==> src/rtl/mem_port_arbiter.sv <==
`default_nettype none
// ============================================================================
// Module   : mem_port_arbiter
// Brief    : Shares one synchronous single-port memory between a VGA byte
//            reader and a CPU read/write port, with CPU starvation relief.
// Revision : 1.0  initial release
// ============================================================================
module mem_port_arbiter #(
    parameter int ADDR_W       = 32,
    parameter int DATA_W       = 32,
    parameter int STARVE_LIMIT = 8
) (
    input  logic              clk,
    input  logic              reset,
    input  logic              vga_req,
    input  logic [ADDR_W-1:0] vga_addr,
    output logic [7:0]        vga_data,
    output logic              vga_valid,
    input  logic              cpu_req,
    input  logic              cpu_wren,
    input  logic [ADDR_W-1:0] cpu_addr,
    input  logic [DATA_W-1:0] cpu_wdata,
    output logic [DATA_W-1:0] cpu_rdata,
    output logic              cpu_ready,
    output logic [ADDR_W-1:0] mem_addr,
    output logic              mem_wren,
    output logic [DATA_W-1:0] mem_wdata,
    input  logic [DATA_W-1:0] mem_rdata
);

    localparam logic [1:0] c_IDLE  = 2'd0;
    localparam logic [1:0] c_ISSUE = 2'd1;
    localparam logic [1:0] c_WAIT  = 2'd2;
    localparam logic [1:0] c_RESP  = 2'd3;

    localparam logic [7:0] c_STARVE_MAX = 8'(STARVE_LIMIT);

    logic [1:0] r_state;
    logic [7:0] r_starve;
    logic       r_owner_cpu;
    logic       r_is_write;
    logic [1:0] r_byte_sel;

    logic       w_any_req;
    logic       w_starved;
    logic       w_cpu_wins;
    logic [7:0] w_byte;

    assign w_any_req  = vga_req | cpu_req;
    assign w_starved  = (r_starve == c_STARVE_MAX);
    // VGA has priority unless the CPU has waited through the allowed run of VGA grants
    assign w_cpu_wins = cpu_req & (~vga_req | w_starved);

    always_comb begin
        w_byte = 8'h00;
        case (r_byte_sel)
            2'd0:    w_byte = mem_rdata[7:0];
            2'd1:    w_byte = mem_rdata[15:8];
            2'd2:    w_byte = mem_rdata[23:16];
            default: w_byte = mem_rdata[31:24];
        endcase
    end

    always_ff @(posedge clk or negedge reset) begin
        if (!reset) begin
            r_state     <= c_IDLE;
            r_starve    <= 8'd0;
            r_owner_cpu <= 1'b0;
            r_is_write  <= 1'b0;
            r_byte_sel  <= 2'd0;
            mem_addr    <= '0;
            mem_wren    <= 1'b0;
            mem_wdata   <= '0;
            cpu_rdata   <= '0;
            cpu_ready   <= 1'b0;
            vga_data    <= 8'h00;
            vga_valid   <= 1'b0;
        end else begin
            case (r_state)
                c_IDLE: begin
                    if (!cpu_req) begin
                        r_starve <= 8'd0;
                    end
                    if (w_any_req) begin
                        r_state     <= c_ISSUE;
                        r_owner_cpu <= w_cpu_wins;
                        r_byte_sel  <= vga_addr[1:0];
                        if (w_cpu_wins) begin
                            mem_addr   <= cpu_addr;
                            mem_wren   <= cpu_wren;
                            r_is_write <= cpu_wren;
                            r_starve   <= 8'd0;
                            if (cpu_wren) begin
                                mem_wdata <= cpu_wdata;
                            end
                        end else begin
                            mem_addr   <= vga_addr;
                            mem_wren   <= 1'b0;
                            r_is_write <= 1'b0;
                            if (cpu_req && !w_starved) begin
                                r_starve <= r_starve + 8'd1;
                            end
                        end
                    end
                end
                c_ISSUE: begin
                    mem_wren <= 1'b0;
                    r_state  <= c_WAIT;
                end
                c_WAIT: begin
                    // mem_rdata now holds the word sampled at the ISSUE->WAIT edge
                    r_state <= c_RESP;
                    if (r_owner_cpu) begin
                        cpu_ready <= 1'b1;
                        if (!r_is_write) begin
                            cpu_rdata <= mem_rdata;
                        end
                    end else begin
                        vga_valid <= 1'b1;
                        vga_data  <= w_byte;
                    end
                end
                c_RESP: begin
                    vga_valid <= 1'b0;
                    cpu_ready <= 1'b0;
                    r_state   <= c_IDLE;
                end
                default: begin
                    r_state <= c_IDLE;
                end
            endcase
        end
    end

endmodule
`default_nettype wire

==> config.mk <==
export PLATFORM = sky130hd
export DESIGN_NAME = mem_port_arbiter
export DESIGN_NICKNAME = d
export VERILOG_FILES = /design/src/rtl/mem_port_arbiter.sv
export SDC_FILE = /design/constraint.sdc
export NUM_CORES = 1
export LEC_CHECK = 0
export CAP_MARGIN = 0
export CORE_ASPECT_RATIO = 1.25
export CORE_MARGIN = 2
export CORE_UTILIZATION = 30
export DETAILED_ROUTE_END_ITERATION = 8
export PLACE_DENSITY_LB_ADDON = 0.1
export SYNTH_ARGS = -nofsm -noshare
export SYNTH_HDL_FRONTEND = slang
export SYNTH_SLANG_ARGS = --single-unit
export TNS_END_PERCENT = 5
==> constraint.sdc <==
create_clock -name clk -period 3.6 [get_ports clk]
set_input_delay 0.72 -clock clk [delete_from_list [all_inputs] [get_ports clk]]
set_output_delay 0.72 -clock clk [all_outputs]
set_load 0.01 [all_outputs]
; Word level (Yosys, flattened, before mapping)
; Index checks and enable logic that the tools add are counted.
[op_classes]
n_eq_ne = 9
n_mux = 15
addsub = 1
reduce_logical = 13
n_bitwise = 6
[ops]
columns = cell, n
row1 = 32-bit 2-to-1 mux, 1
row2 = 8-bit 2-to-1 mux, 4
row3 = 8-bit one-hot mux with 3 select lines, 1
row4 = 2-bit AND reduction, 5
row5 = 8-bit by 1-bit adder with 8-bit output (second input constant), 1
row6 = 8-bit by 4-bit equality test with 1-bit output (second input constant), 1
row7 = 2-bit one-hot mux with 4 select lines, 1
row8 = 2-bit equality test (second input constant), 3
row9 = 2-bit inequality test (second input constant), 3
row10 = 1-bit one-hot mux with 2 select lines, 3
row11 = 2-bit by 1-bit equality test with 1-bit output (second input constant), 2
row12 = 2-bit logical NOT, 2
row13 = 1-bit 2-to-1 mux, 4
row14 = 4-bit AND reduction, 1
row15 = 2-bit nonzero test, 2
row16 = 1-bit NOT, 3
row17 = 3-bit AND reduction, 1
row18 = 2-bit 2-to-1 mux, 1
row19 = 1-bit OR, 2
row20 = 1-bit bitwise AND, 1
row21 = 1-bit logical AND, 1
row22 = 1-bit logical NOT, 1
[totals]
elab_cells = 56
out_inout_bits = 107
regBits = 121
in_bits = 133

; Depth between registers and ports, before layout
[logic_depth]
word_depth = 6
depth_mapped = 8
mapped_depth_nobuf = 6

; Least setup slack after synthesis
; OpenSTA, ideal clock, no wires.
[synth_path]
kind = register -> register
from = register r_starve[0]
to = register mem_wdata[10]
setup_ns = 0.125
stages_incl_launch_ff = 9
synth_period_minus_slack_ns = 2.330
t_arrival_ns = 2.205
setup_slack_ns = 1.270
path_cell_list = dfrtp_1 > inv_1 > ha_1 > or4b_4 > o32ai_4 > and3_1 > buf_6 > buf_12 > mux2_4
[synth_between]
elab_chain_len = 4
[synth_rtl]
columns = item, line_no
row1 = from (decl), 39  ; logic [7:0] r_starve;
row2 = from (signal assigned), 101  ; r_starve <= r_starve + 8'd1;
row3 = 8-bit by 4-bit equality test with 1-bit output, 50  ; assign w_starved = (r_starve == c_STARVE_MAX);
row4 = 1-bit OR, 52  ; assign w_cpu_wins = cpu_req & (~vga_req | w_starved);
row5 = 1-bit bitwise AND, 52
row6 = 4-bit AND reduction (no line), n/a
row7 = to (signal assigned), 94  ; mem_wdata <= cpu_wdata;
row8 = to (decl), 27  ; output logic [DATA_W-1:0] mem_wdata,
; Every way passes these cells.
; A chain may end at the register's enable or synchronous reset.

; Worst setup path in the final report
[layout_path]
from = register r_starve[0]
to = register mem_wdata[31]
; The elaborated chain is that of the path after synthesis.

==> out/qor.yml <==
sta:
  worst_pin_slew_ns: 1.17
  min_period_over_period: 0.712
  fmax_mhz: 390
  fin_crit_ns: 2.56
  setup_violations: 0
  fin_tns_setup_ns: 0
  relSlewSlack: 0.220
  maxSlewViolCount: 0
  rsz0062_at_grt: "false"
  fin_hold_ws_ns: 0.451
  skew_ns: 0.00742
  timing.final.hold_violations: 0
finish:
  final_cells: 850
  syn2layout_area_growth_pct: 61.2
  fillers: 1601
  finalNetCount: 753
  antenna_cells: 0
  fin_util: 0.492
  drive_gt1_frac: 0.200
yosys:
  synth_top_area_cell: "dfrtp_1"
  synth.most_common_cell: "dfrtp_1"
  ys_types: 36
  syn_inst: 370
  synthTopCellsByArea: "dfrtp_1 57%, mux2_2 9.3%, mux2_4 8.2%"
  synth_top_area_frac: 0.571
  synth_fp_nets: 510
  ys.flop_type: "dfrtp_1"
  async_reset_ff_frac: 1.00
  yosys-top-cells-count: "121 x dfrtp_1, 44 x mux2_2, 31 x and2_1, 29 x a221o_1, 29 x mux2_4"
  synth_edf_count: 0
  seq_area_frac_synth: 0.571
  synth_area_sq_um: 5300
  ys_ff_latch: 121
  ys.warnings.count: 0
  avgSynthCellArea_sq_um: 14.3
route:
  drc_errors: 0
  drtPass1Iterations: 4
  drt-initial-drc-count: 170
  wl_per_cell_microns: 17.5
  wl_mm: 14.8
  vias_per_cell: 4.66
  vias: 3962
  ant_nets: 0
clock_tree:
  cts_setup_buffers: 0
  cts-buffers-inserted: 17
  path_clk_slew_ns: 0.06
  clockRootBuffer: "clkbuf_16"
  cts-hold-fix-buffers: 0
  cts_tree: "built"
  cts_resized: 0
  cts_max_level: 4
  cts.sinks: 121
  clock_path_buffers: 2
  clock_latency_ns: 0.41
placed_design:
  port_buffers: 239
  placed_cells: 818
  dp_hpwl_mm: 10.8
  place_congestion: 0.818
floorplanning:
  die_w_microns: 123
  die_area_sq_um: 18800
  die_h_microns: 153
  initial_core_util: 0.305
  ioPinCount: 240
  rows: 54
  core_region_area_sq_um: 17400
pwr:
  power.density_nw_per_um2: 873
  peakVddDrop_mv: 0.358
  power_uw: 7460
  p_leak_uw: 0.00359
global_route:
  grt_pass1_vias: 4292
  grt_overflow_total: 0
  grt_pass1_wl_mm: 23.1
  antenna_found_initial: 0
  grt_max_degree: 69
  track_usage: 0.162
setup_path:
  cp_max_fo: 33
  cp.arrival_ns: 2.86
  required_ns: 3.89
  path_class: "flop to flop"
  cp-start-kind: "flop"
  end_kind: "flop"
status:
  status: "completed"
flow_run:
  drv_cap: 0
worst_hold_path:
  min_path_type: "input pin to asynchronous set/reset pin"
## placed cells by master (no fill, tap or decap), types with 2 or more instances in the layout
cell type	Yosys	final
a21oi_1	6	6
a221o_1	29	29
a32oi_1	2	2
and2_1	31	31
buf_12	3	2
buf_4	2	5
bufinv_16	0	4
clkbuf_16	0	17
clkbuf_8	0	5
clkdlybuf4s50_1	0	238
clkinv_2	0	2
clkinvlp_4	0	2
dfrtp_1	121	121
ha_1	7	7
inv_1	6	6
mux2_2	44	44
mux2_4	29	29
mux4_2	8	8
nand2_1	19	19
nand2b_1	3	3
nand3_1	2	2
nand4_1	2	2
nor2_1	14	14
nor3_1	5	5
o21ai_0	5	4
xnor2_1	3	3
xor2_1	2	2
## power breakdown
group / switching (uW) / internal [uW]
Clock: 610 / 1250
Sequential: 411 / 2010
Combinational: 1180 / 2000
Total: 2200 / 5260
## per-stage QoR
stage          setup slack [ns]  instance area, sq um
4_1_cts                    1.03                  8550
5_1_grt                   0.914                  8550
3_3_place_gp              0.754                  7890
6_report                   1.04                  8550
2_1_floorplan              1.27                  5300
3_5_place_dp              0.688                  7890
## logic make-up after synthesis
logic type | count (synthesis) | synth area share
buf+inv | 27 | 0.0342
simple gates | 82 | 0.0812
xor+xnor | 5 | 0.00826
mux | 81 | 0.210
compound gates | 47 | 0.0793
fa+ha+maj | 7 | 0.0165
flops | 121 | 0.571
## area by class of cell
cell class	instances	area, sq um	area share
Clock buffer	22	494	0.0578
Clock inverter	10	163	0.0190
Inverter	6	22.5	0.00264
Multi-Input combinational cell	222	2100	0.246
Sequential cell	121	3030	0.354
Tap cell	224	280	0.0328
Timing Repair Buffer	245	2460	0.288
## layer usage
layer  vias to the layer above  share of wire  GRT usage
li1                       1830              -          -
met1                      1939           0.39      0.183
met2                       171           0.51      0.279
met3                        22          0.081     0.0528
met4                         0          0.018     0.0640
met5                         -              0          0
## worst max-delay path, cell delays in order (launching register included)
cell     delay [ns]
dfrtp_1        0.42
inv_1          0.08
ha_1           0.13
or4b_4         0.48
o32ai_4        0.43
and3_2         0.27
buf_12         0.25
mux2_2         0.37
## worst paths after layout
| path | from | end | slack [ns] | cells after the start |
|---|---|---|---|---|
| min in group clk | r_is_write | r_is_write | 0.47 | 1 |
| hold / removal | reset | cpu_rdata[8] | 0.45 | 1 |
| max in group asynchronous | reset | cpu_rdata[2] | 2.28 | 2 |
| setup / recovery | r_starve[0] | mem_wdata[31] | 1.04 | 7 |
| setup reg to reg | r_starve[0] | mem_wdata[31] | 1.04 | 7 |
| hold reg to reg | r_is_write | r_is_write | 0.47 | 1 |
## registers in the layout, indices dropped and copies added (netlist names)
name and cells:
cpu_rdata 32, mem_addr 32, mem_wdata 32, r_starve 8, vga_data 8, r_byte_sel 2, r_state 2, cpu_ready 1
mem_wren 1, r_is_write 1, r_owner_cpu 1, vga_valid 1
(Power assumes the default switching activity.)
